<file path="src/rtl/osiris_i_pkg.sv">
// Shared RV32I load/store definitions: funct3 width codes, LSU FSM encodings,
// byte-lane base patterns and the latched bus request record.
package osiris_i_pkg;

    localparam logic [2:0] F3_B  = 3'b000;
    localparam logic [2:0] F3_H  = 3'b001;
    localparam logic [2:0] F3_W  = 3'b010;
    localparam logic [2:0] F3_BU = 3'b100;
    localparam logic [2:0] F3_HU = 3'b101;

    localparam logic [1:0] ST_IDLE = 2'd0;
    localparam logic [1:0] ST_BUS  = 2'd1;
    localparam logic [1:0] ST_DONE = 2'd2;

    localparam logic [3:0] SEL_B = 4'b0001;
    localparam logic [3:0] SEL_H = 4'b0011;
    localparam logic [3:0] SEL_W = 4'b1111;

    typedef struct packed {
        logic        we;
        logic [2:0]  funct3;
        logic [31:0] addr;
        logic [3:0]  sel;
        logic [31:0] wdata;
    } req_t;

endpackage

</file>
<file path="src/rtl/lsu_bus_if_if.sv">
// Single-master data bus with wait states: the LSU drives the master side,
// memory/peripherals answer on the slave side with ack or err.
interface lsu_bus_if_if #(
    parameter int DATA_WIDTH = 32,
    parameter int ADDR_WIDTH = 32
);
    logic                  bus_cyc;
    logic                  bus_we;
    logic [ADDR_WIDTH-1:0] bus_addr;
    logic [DATA_WIDTH-1:0] bus_wdata;
    logic [3:0]            bus_sel;
    logic                  bus_ack;
    logic [DATA_WIDTH-1:0] bus_rdata;
    logic                  bus_err;

    modport master (
        output bus_cyc, bus_we, bus_addr, bus_wdata, bus_sel,
        input  bus_ack, bus_rdata, bus_err
    );

    modport slave (
        input  bus_cyc, bus_we, bus_addr, bus_wdata, bus_sel,
        output bus_ack, bus_rdata, bus_err
    );
endinterface

</file>
<file path="src/rtl/lsu_align.sv">
// Combinational RV32I lane logic: request-side lane select, store data replication
// and legality checks, plus completion-side load extraction and extension.
module lsu_align
    import osiris_i_pkg::*;
(
    input  logic        we,
    input  logic [2:0]  funct3,
    input  logic [1:0]  addr_lo,
    input  logic [31:0] wdata,
    input  logic [2:0]  ld_funct3,
    input  logic [1:0]  ld_off,
    input  logic [31:0] rdata,
    output logic [3:0]  sel,
    output logic [31:0] lane_wdata,
    output logic        misaligned,
    output logic        illegal,
    output logic [31:0] ld_data
);

    logic [31:0] shifted;

    always_comb begin
        sel        = '0;
        lane_wdata = '0;
        misaligned = 1'b0;
        illegal    = 1'b0;
        case (funct3)
            F3_B: begin
                sel        = SEL_B << addr_lo;
                lane_wdata = {4{wdata[7:0]}};
            end
            F3_H: begin
                sel        = SEL_H << {addr_lo[1], 1'b0};
                lane_wdata = {2{wdata[15:0]}};
                misaligned = addr_lo[0];
            end
            F3_W: begin
                sel        = SEL_W;
                lane_wdata = wdata;
                misaligned = |addr_lo;
            end
            // Unsigned widths only exist for loads; as a store they are illegal.
            F3_BU: begin
                illegal = we;
                sel     = SEL_B << addr_lo;
            end
            F3_HU: begin
                illegal    = we;
                sel        = SEL_H << {addr_lo[1], 1'b0};
                misaligned = addr_lo[0];
            end
            default: illegal = 1'b1;
        endcase
    end

    always_comb begin
        shifted = rdata >> {ld_off, 3'b000};
        case (ld_funct3)
            F3_B:    ld_data = {{24{shifted[7]}}, shifted[7:0]};
            F3_H:    ld_data = {{16{shifted[15]}}, shifted[15:0]};
            F3_W:    ld_data = shifted;
            F3_BU:   ld_data = {24'd0, shifted[7:0]};
            F3_HU:   ld_data = {16'd0, shifted[15:0]};
            default: ld_data = '0;
        endcase
    end

endmodule

</file>
<file path="src/rtl/lsu_bus_if.sv">
// MEM-stage load/store unit: launches one bus cycle per legal aligned access,
// stalls the pipeline until ack/err/timeout and returns extended load data.
module lsu_bus_if
    import osiris_i_pkg::*;
#(
    parameter int DATA_WIDTH = 32,
    parameter int ADDR_WIDTH = 32,
    parameter int TIMEOUT    = 255
) (
    input  logic                  clk,
    input  logic                  rst,
    input  logic                  i_req_M,
    input  logic                  i_we_M,
    input  logic [2:0]            i_funct3_M,
    input  logic [ADDR_WIDTH-1:0] i_addr_M,
    input  logic [DATA_WIDTH-1:0] i_wdata_M,
    output logic [DATA_WIDTH-1:0] o_rdata_M,
    output logic                  o_stall_M,
    output logic                  o_misaligned_M,
    output logic                  o_bus_err_M,
    lsu_bus_if_if.master          bus
);

    localparam int CNT_W = $clog2(TIMEOUT + 1);

    logic [1:0]            state;
    logic [CNT_W-1:0]      tmo_cnt;
    logic                  err_q;
    req_t                  req_q;
    logic [DATA_WIDTH-1:0] rdata_q;

    logic [3:0]  req_sel;
    logic [31:0] req_wdata;
    logic        req_misaligned;
    logic        req_illegal;
    logic [31:0] ld_data;
    logic        idle;
    logic        in_bus;
    logic        in_done;
    logic        launch;

    lsu_align u_align (
        .we         (i_we_M),
        .funct3     (i_funct3_M),
        .addr_lo    (i_addr_M[1:0]),
        .wdata      (i_wdata_M),
        .ld_funct3  (req_q.funct3),
        .ld_off     (req_q.addr[1:0]),
        .rdata      (bus.bus_rdata),
        .sel        (req_sel),
        .lane_wdata (req_wdata),
        .misaligned (req_misaligned),
        .illegal    (req_illegal),
        .ld_data    (ld_data)
    );

    // Request-side decode is combinational, so gate it with reset to keep outputs 0.
    assign idle    = rst & (state == ST_IDLE);
    assign in_bus  = (state == ST_BUS);
    assign in_done = (state == ST_DONE);
    assign launch  = idle & i_req_M & ~req_illegal & ~req_misaligned;

    always_ff @(posedge clk or negedge rst) begin
        if (!rst) begin
            state   <= ST_IDLE;
            tmo_cnt <= '0;
            err_q   <= 1'b0;
            req_q   <= '0;
            rdata_q <= '0;
        end else begin
            case (state)
                ST_IDLE: begin
                    err_q <= 1'b0;
                    if (launch) begin
                        state        <= ST_BUS;
                        tmo_cnt      <= '0;
                        req_q.we     <= i_we_M;
                        req_q.funct3 <= i_funct3_M;
                        req_q.addr   <= i_addr_M;
                        req_q.sel    <= req_sel;
                        req_q.wdata  <= req_wdata;
                    end
                end
                ST_BUS: begin
                    // Error termination takes priority over a same-cycle ack.
                    if (bus.bus_err) begin
                        err_q   <= 1'b1;
                        rdata_q <= '0;
                        state   <= ST_DONE;
                    end else if (bus.bus_ack) begin
                        rdata_q <= req_q.we ? '0 : ld_data;
                        state   <= ST_DONE;
                    end else if (tmo_cnt == CNT_W'(TIMEOUT - 1)) begin
                        err_q   <= 1'b1;
                        rdata_q <= '0;
                        state   <= ST_DONE;
                    end else begin
                        tmo_cnt <= tmo_cnt + 1'b1;
                    end
                end
                ST_DONE: begin
                    state <= ST_IDLE;
                end
                default: state <= ST_IDLE;
            endcase
        end
    end

    assign o_rdata_M      = rdata_q;
    assign o_stall_M      = launch | in_bus;
    assign o_misaligned_M = idle & i_req_M & ~req_illegal & req_misaligned;
    assign o_bus_err_M    = (idle & i_req_M & req_illegal) | (in_done & err_q);

    assign bus.bus_cyc   = in_bus;
    assign bus.bus_we    = in_bus & req_q.we;
    assign bus.bus_addr  = in_bus ? {req_q.addr[ADDR_WIDTH-1:2], 2'b00} : '0;
    assign bus.bus_wdata = in_bus ? req_q.wdata : '0;
    assign bus.bus_sel   = in_bus ? req_q.sel : '0;

endmodule

</file>
<file path="src/flat_wrapper.sv">
// flat-port wrapper written by rule: the top's interface ports become plain ports
module lsu_bus_if_flat import osiris_i_pkg::*;
#(
    parameter int DATA_WIDTH = 32,
    parameter int ADDR_WIDTH = 32,
    parameter int TIMEOUT    = 255
)
  (clk, rst, i_req_M, i_we_M, i_funct3_M, i_addr_M, i_wdata_M, o_rdata_M, o_stall_M, o_misaligned_M, o_bus_err_M, bus_bus_cyc, bus_bus_we, bus_bus_addr, bus_bus_wdata, bus_bus_sel, bus_bus_ack, bus_bus_rdata, bus_bus_err);
  lsu_bus_if_if #(.DATA_WIDTH(DATA_WIDTH), .ADDR_WIDTH(ADDR_WIDTH)) bus_i ();
  input  logic clk;
  input  logic rst;
  input  logic i_req_M;
  input  logic i_we_M;
  input  logic [2:0] i_funct3_M;
  input  logic [ADDR_WIDTH-1:0] i_addr_M;
  input  logic [DATA_WIDTH-1:0] i_wdata_M;
  output logic [DATA_WIDTH-1:0] o_rdata_M;
  output logic o_stall_M;
  output logic o_misaligned_M;
  output logic o_bus_err_M;
  output wire logic [$bits(bus_i.bus_cyc)-1:0] bus_bus_cyc;
  output wire logic [$bits(bus_i.bus_we)-1:0] bus_bus_we;
  output wire logic [$bits(bus_i.bus_addr)-1:0] bus_bus_addr;
  output wire logic [$bits(bus_i.bus_wdata)-1:0] bus_bus_wdata;
  output wire logic [$bits(bus_i.bus_sel)-1:0] bus_bus_sel;
  input wire logic [$bits(bus_i.bus_ack)-1:0] bus_bus_ack;
  input wire logic [$bits(bus_i.bus_rdata)-1:0] bus_bus_rdata;
  input wire logic [$bits(bus_i.bus_err)-1:0] bus_bus_err;
  assign bus_bus_cyc = bus_i.bus_cyc;
  assign bus_bus_we = bus_i.bus_we;
  assign bus_bus_addr = bus_i.bus_addr;
  assign bus_bus_wdata = bus_i.bus_wdata;
  assign bus_bus_sel = bus_i.bus_sel;
  assign bus_i.bus_ack = bus_bus_ack;
  assign bus_i.bus_rdata = bus_bus_rdata;
  assign bus_i.bus_err = bus_bus_err;
  lsu_bus_if #(.DATA_WIDTH(DATA_WIDTH), .ADDR_WIDTH(ADDR_WIDTH), .TIMEOUT(TIMEOUT)) u_core (.clk(clk), .rst(rst), .i_req_M(i_req_M), .i_we_M(i_we_M), .i_funct3_M(i_funct3_M), .i_addr_M(i_addr_M), .i_wdata_M(i_wdata_M), .o_rdata_M(o_rdata_M), .o_stall_M(o_stall_M), .o_misaligned_M(o_misaligned_M), .o_bus_err_M(o_bus_err_M), .bus(bus_i));
endmodule
</file>
<file path="config.mk">
export PLATFORM = sky130hd
export DESIGN_NAME = lsu_bus_if_flat
export DESIGN_NICKNAME = d
export VERILOG_FILES = /design/src/rtl/osiris_i_pkg.sv /design/src/rtl/lsu_bus_if_if.sv /design/src/rtl/lsu_align.sv /design/src/rtl/lsu_bus_if.sv /design/src/flat_wrapper.sv
export SDC_FILE = /design/constraint.sdc
export NUM_CORES = 1
export LEC_CHECK = 0
export CAP_MARGIN = 20
export CORE_MARGIN = 2
export CORE_UTILIZATION = 25
export DETAILED_ROUTE_END_ITERATION = 12
export DONT_BUFFER_PORTS = 1
export PLACE_DENSITY = 0.41
export SYNTH_ARGS = -nofsm -noshare
export SYNTH_HDL_FRONTEND = slang
export SYNTH_SLANG_ARGS = --single-unit
export TNS_END_PERCENT = 10
</file>
<file path="constraint.sdc">
create_clock -name clk -period 2.77 [get_ports clk]
set_input_delay 0.554 -clock clk [delete_from_list [all_inputs] [get_ports clk]]
set_output_delay 0.554 -clock clk [all_outputs]
set_load 0.005 [all_outputs]
</file>
==> impl_metrics.csv <==
group,metric,value,unit
status,status,"finished with violations",
status,violations,"negative hold slack",
worst_setup_path,critPathLaunchType,"flop",
worst_setup_path,cp_data_required_time,2.22,ns
synthesis,synth_area_leaders,"dfrtp_1, mux2_4, and2_1",
layout,final_area,7220,um^2
synthesis,ys_seq_area_share,45.9,%
worst_setup_path,crit_chain,"nor2_1 -> o2111ai_2 -> buf_4 -> nor2b_1",
global_routing,overflow,0,
layout,fin_nets,642,
layout,num-fill-cells,2500,
sta,finalSetupTns,0,ns
sta,period_needed,2.34,ns
synthesis,yosys.area.top_type,"dfrtp_1",
sta,holdWs,-0.165,ns
placement,dp_cells,840,
cts,cts_setup_buffers,0,
worst_setup_path,reg2regPathDepth,5,
layout,fin_cells,872,
synthesis,syn_avg_cell_area,11.4,um^2
power_and_ir_drop,leakage,3.09,nW
worst_setup_path,worstPathArrival,1.78,ns
floorplan,core_area,24500,um^2
synthesis,synth_top_area_share,45.9,%
sta,skew,0.00824,ns
worst_setup_path,path_buf_inv,1,
worst_setup_path,cp-end-kind,"output port",
worst_setup_path,path_max_fanout,31,
cts,clock_path_buffers,2,
synthesis,synth-seq-cells,115,
cts,htreeDepth,4,
global_routing,grt_max_degree,118,
flow_run,maxCapViolCount,0,
sta,tightest_slew,0.926,ns
sta,slew_headroom,37.8,%
synthesis,netlist_instances,548,
worst_setup_path,crit_family,"flip-flops",
synthesis,synthMostInstantiatedCell,"dfrtp_1",
floorplan,boundaryPins,210,
layout,multi_input_area,3170,um^2
routing,vias,4261,
placement,place_area,6570,um^2
routing,drt-pass1-iter-count,5,
layout,syn_to_final_growth,15.2,%
routing,drc_errors,0,
cts,cts_root_buffer,"clkbuf_16",
routing,routed_wl,18200,um
floorplan,start_util,25.6,%
cts,cts-resized-gates,0,
placement,numPortBuffers,0,
sta,rsz0062_at_grt,"false",
sta,timing.final.crit_share,84.4,%
cts,clkSlewWorstSetupHoldPaths,0.06,ns
worst_setup_path,slowest_delay,0.46,ns
cts,cts_tree,"yes",
cts,clock_sinks,115,
synthesis,syn_area,6260,um^2
floorplan,die-width,162,um
layout,antenna_cells,0,
power_and_ir_drop,irDropWorstVdd,0.000331,V
global_routing,grt_pass1_wl,27800,um
routing,viasPerCell,4.89,
floorplan,dieArea,26300,um^2
sta,setup_viol,0,
worst_setup_path,cp_slowest_cell,"dfrtp_1",
worst_setup_path,crit_type,"reg2out",
power_and_ir_drop,p_per_area,803,nW/um^2
floorplan,rows,57,
routing,routedWlPerCell,20.9,um
synthesis,synth_commonest_cells,"dfrtp_1, and2_1, mux2_4",
synthesis,synth_edf_count,0,
synthesis,netlist-cell-type-count,51,
synthesis,synthArstFlopShare,100,%
cts,clkLatencyLatePin,0.41,ns
global_routing,grt_use_total,13.9,%
sta,drv_slew,0,
synthesis,ys_warn_count,0,
worst_setup_path,cp.depth,4,
power_and_ir_drop,p_total,5.80,mW
min_path,hold_path_class,"in2async",
layout,seq_area,2880,um^2
sta,final_hold_viol_count,115,
synthesis,synthFlopType,"dfrtp_1",
global_routing,grt_antenna_before_repair,0,
routing,drtIter0Drc,330,
placement,place_congestion,0.862,
sta,clock.fmax,428,MHz
cts,cts-buffers-inserted,17,
layout,layout-drive-gt1-share,22.8,%
routing,postRouteAntennaNets,0,
floorplan,chipHeight,162,um
global_routing,grt_pass1_vias,4490,
placement,place_hpwl,12900,um
worst paths after layout:
path                                              start                               end  slack (ns)
setup / recovery            u_core.state[1]$_DFFE_PN0P_                    o_misaligned_M        0.43
hold / removal                                      rst  u_core.o_rdata_M[19]$_DFFE_PN0P_       -0.16
setup reg to reg            u_core.state[1]$_DFFE_PN0P_      u_core.req_q[69]$_DFFE_PN0P_        0.57
hold reg to reg            u_core.req_q[38]$_DFFE_PN0P_      u_core.req_q[38]$_DFFE_PN0P_        0.50
max in group asynchronous                           rst       u_core.state[1]$_DFFE_PN0P_        2.75
min in group clk                          i_funct3_M[2]      u_core.req_q[22]$_DFFE_PN0P_        0.26
power by group:
part / leakage [nW] / internal [mW] / switching (mW)
clock network: 0.316 / 1.62 / 0.794
registers: 1.49 / 2.04 / 0.254
logic: 1.27 / 0.604 / 0.482
total: 3.09 / 4.27 / 1.53
worst register-to-register path, stage by stage, from the launching register on:
cell	delay, ns
dfrtp_1	0.46
nor2_1	0.23
o2111ai_2	0.19
nor2_4	0.18
buf_4	0.62
mux2_1	0.39
metal layers:
metal	global-route usage (%)	vias to the layer above	wire length (um)
met5	0	-	0
met4	4.87	0	310
met3	5.11	21	1550
met2	21.9	163	8480
met1	17.5	2105	7900
li1	-	1972	-
logic make-up (layout without fill, tap and decap cells):
family | after synthesis | in the layout | share of synthesized area, %
xor+xnor | 5 | 5 | 0.699
buf+inv | 49 | 48 | 4.07
fa+ha+maj | 2 | 2 | 0.399
mux | 96 | 96 | 19.5
flops | 115 | 115 | 45.9
other cells | 1 | 2 | 0.0599
simple gates | 151 | 151 | 14.0
compound gates | 129 | 129 | 15.3
registers in the layout (all words and copies together), names as in the netlist:
| register | flops |
|---|---|
| u_core.o_rdata_M | 32 |
| u_core.req_q | 72 |
| u_core.tmo_cnt | 8 |
| u_core.err_q | 1 |
| u_core.state | 2 |
cells in the final DEF, fill, tap and decap left out, types with 11 or more instances in the layout:
cell	n
nand2_1	19
mux2_2	23
and2_1	67
a21oi_1	28
nor2_1	24
buf_4	11
dfrtp_1	115
mux2_4	40
o21ai_0	18
a22o_1	13
mux2i_1	28
a221o_1	16
clkbuf_16	17
o2bb2ai_1	22
cell type report:
cell class	instances	share of cell area, %
inverters	4	0.208
clock buffers	24	6.95
flip-flops and latches	115	39.9
repair buffers	12	1.42
multi-input cells	385	43.9
well taps	324	5.62
clock inverters	8	2.03
through the flow:
stage	hold slack (ns)	utilization, %	setup slack (ns)
after floorplan	0.258	-	0.265
after global placement	0.262	26.9	0.503
after detailed placement	0.262	26.9	0.480
after CTS	-0.189	29.5	0.384
after global routing	-0.194	29.5	0.260
final	-0.165	29.5	0.433
No activity file was read; power rests on OpenSTA's default activity.
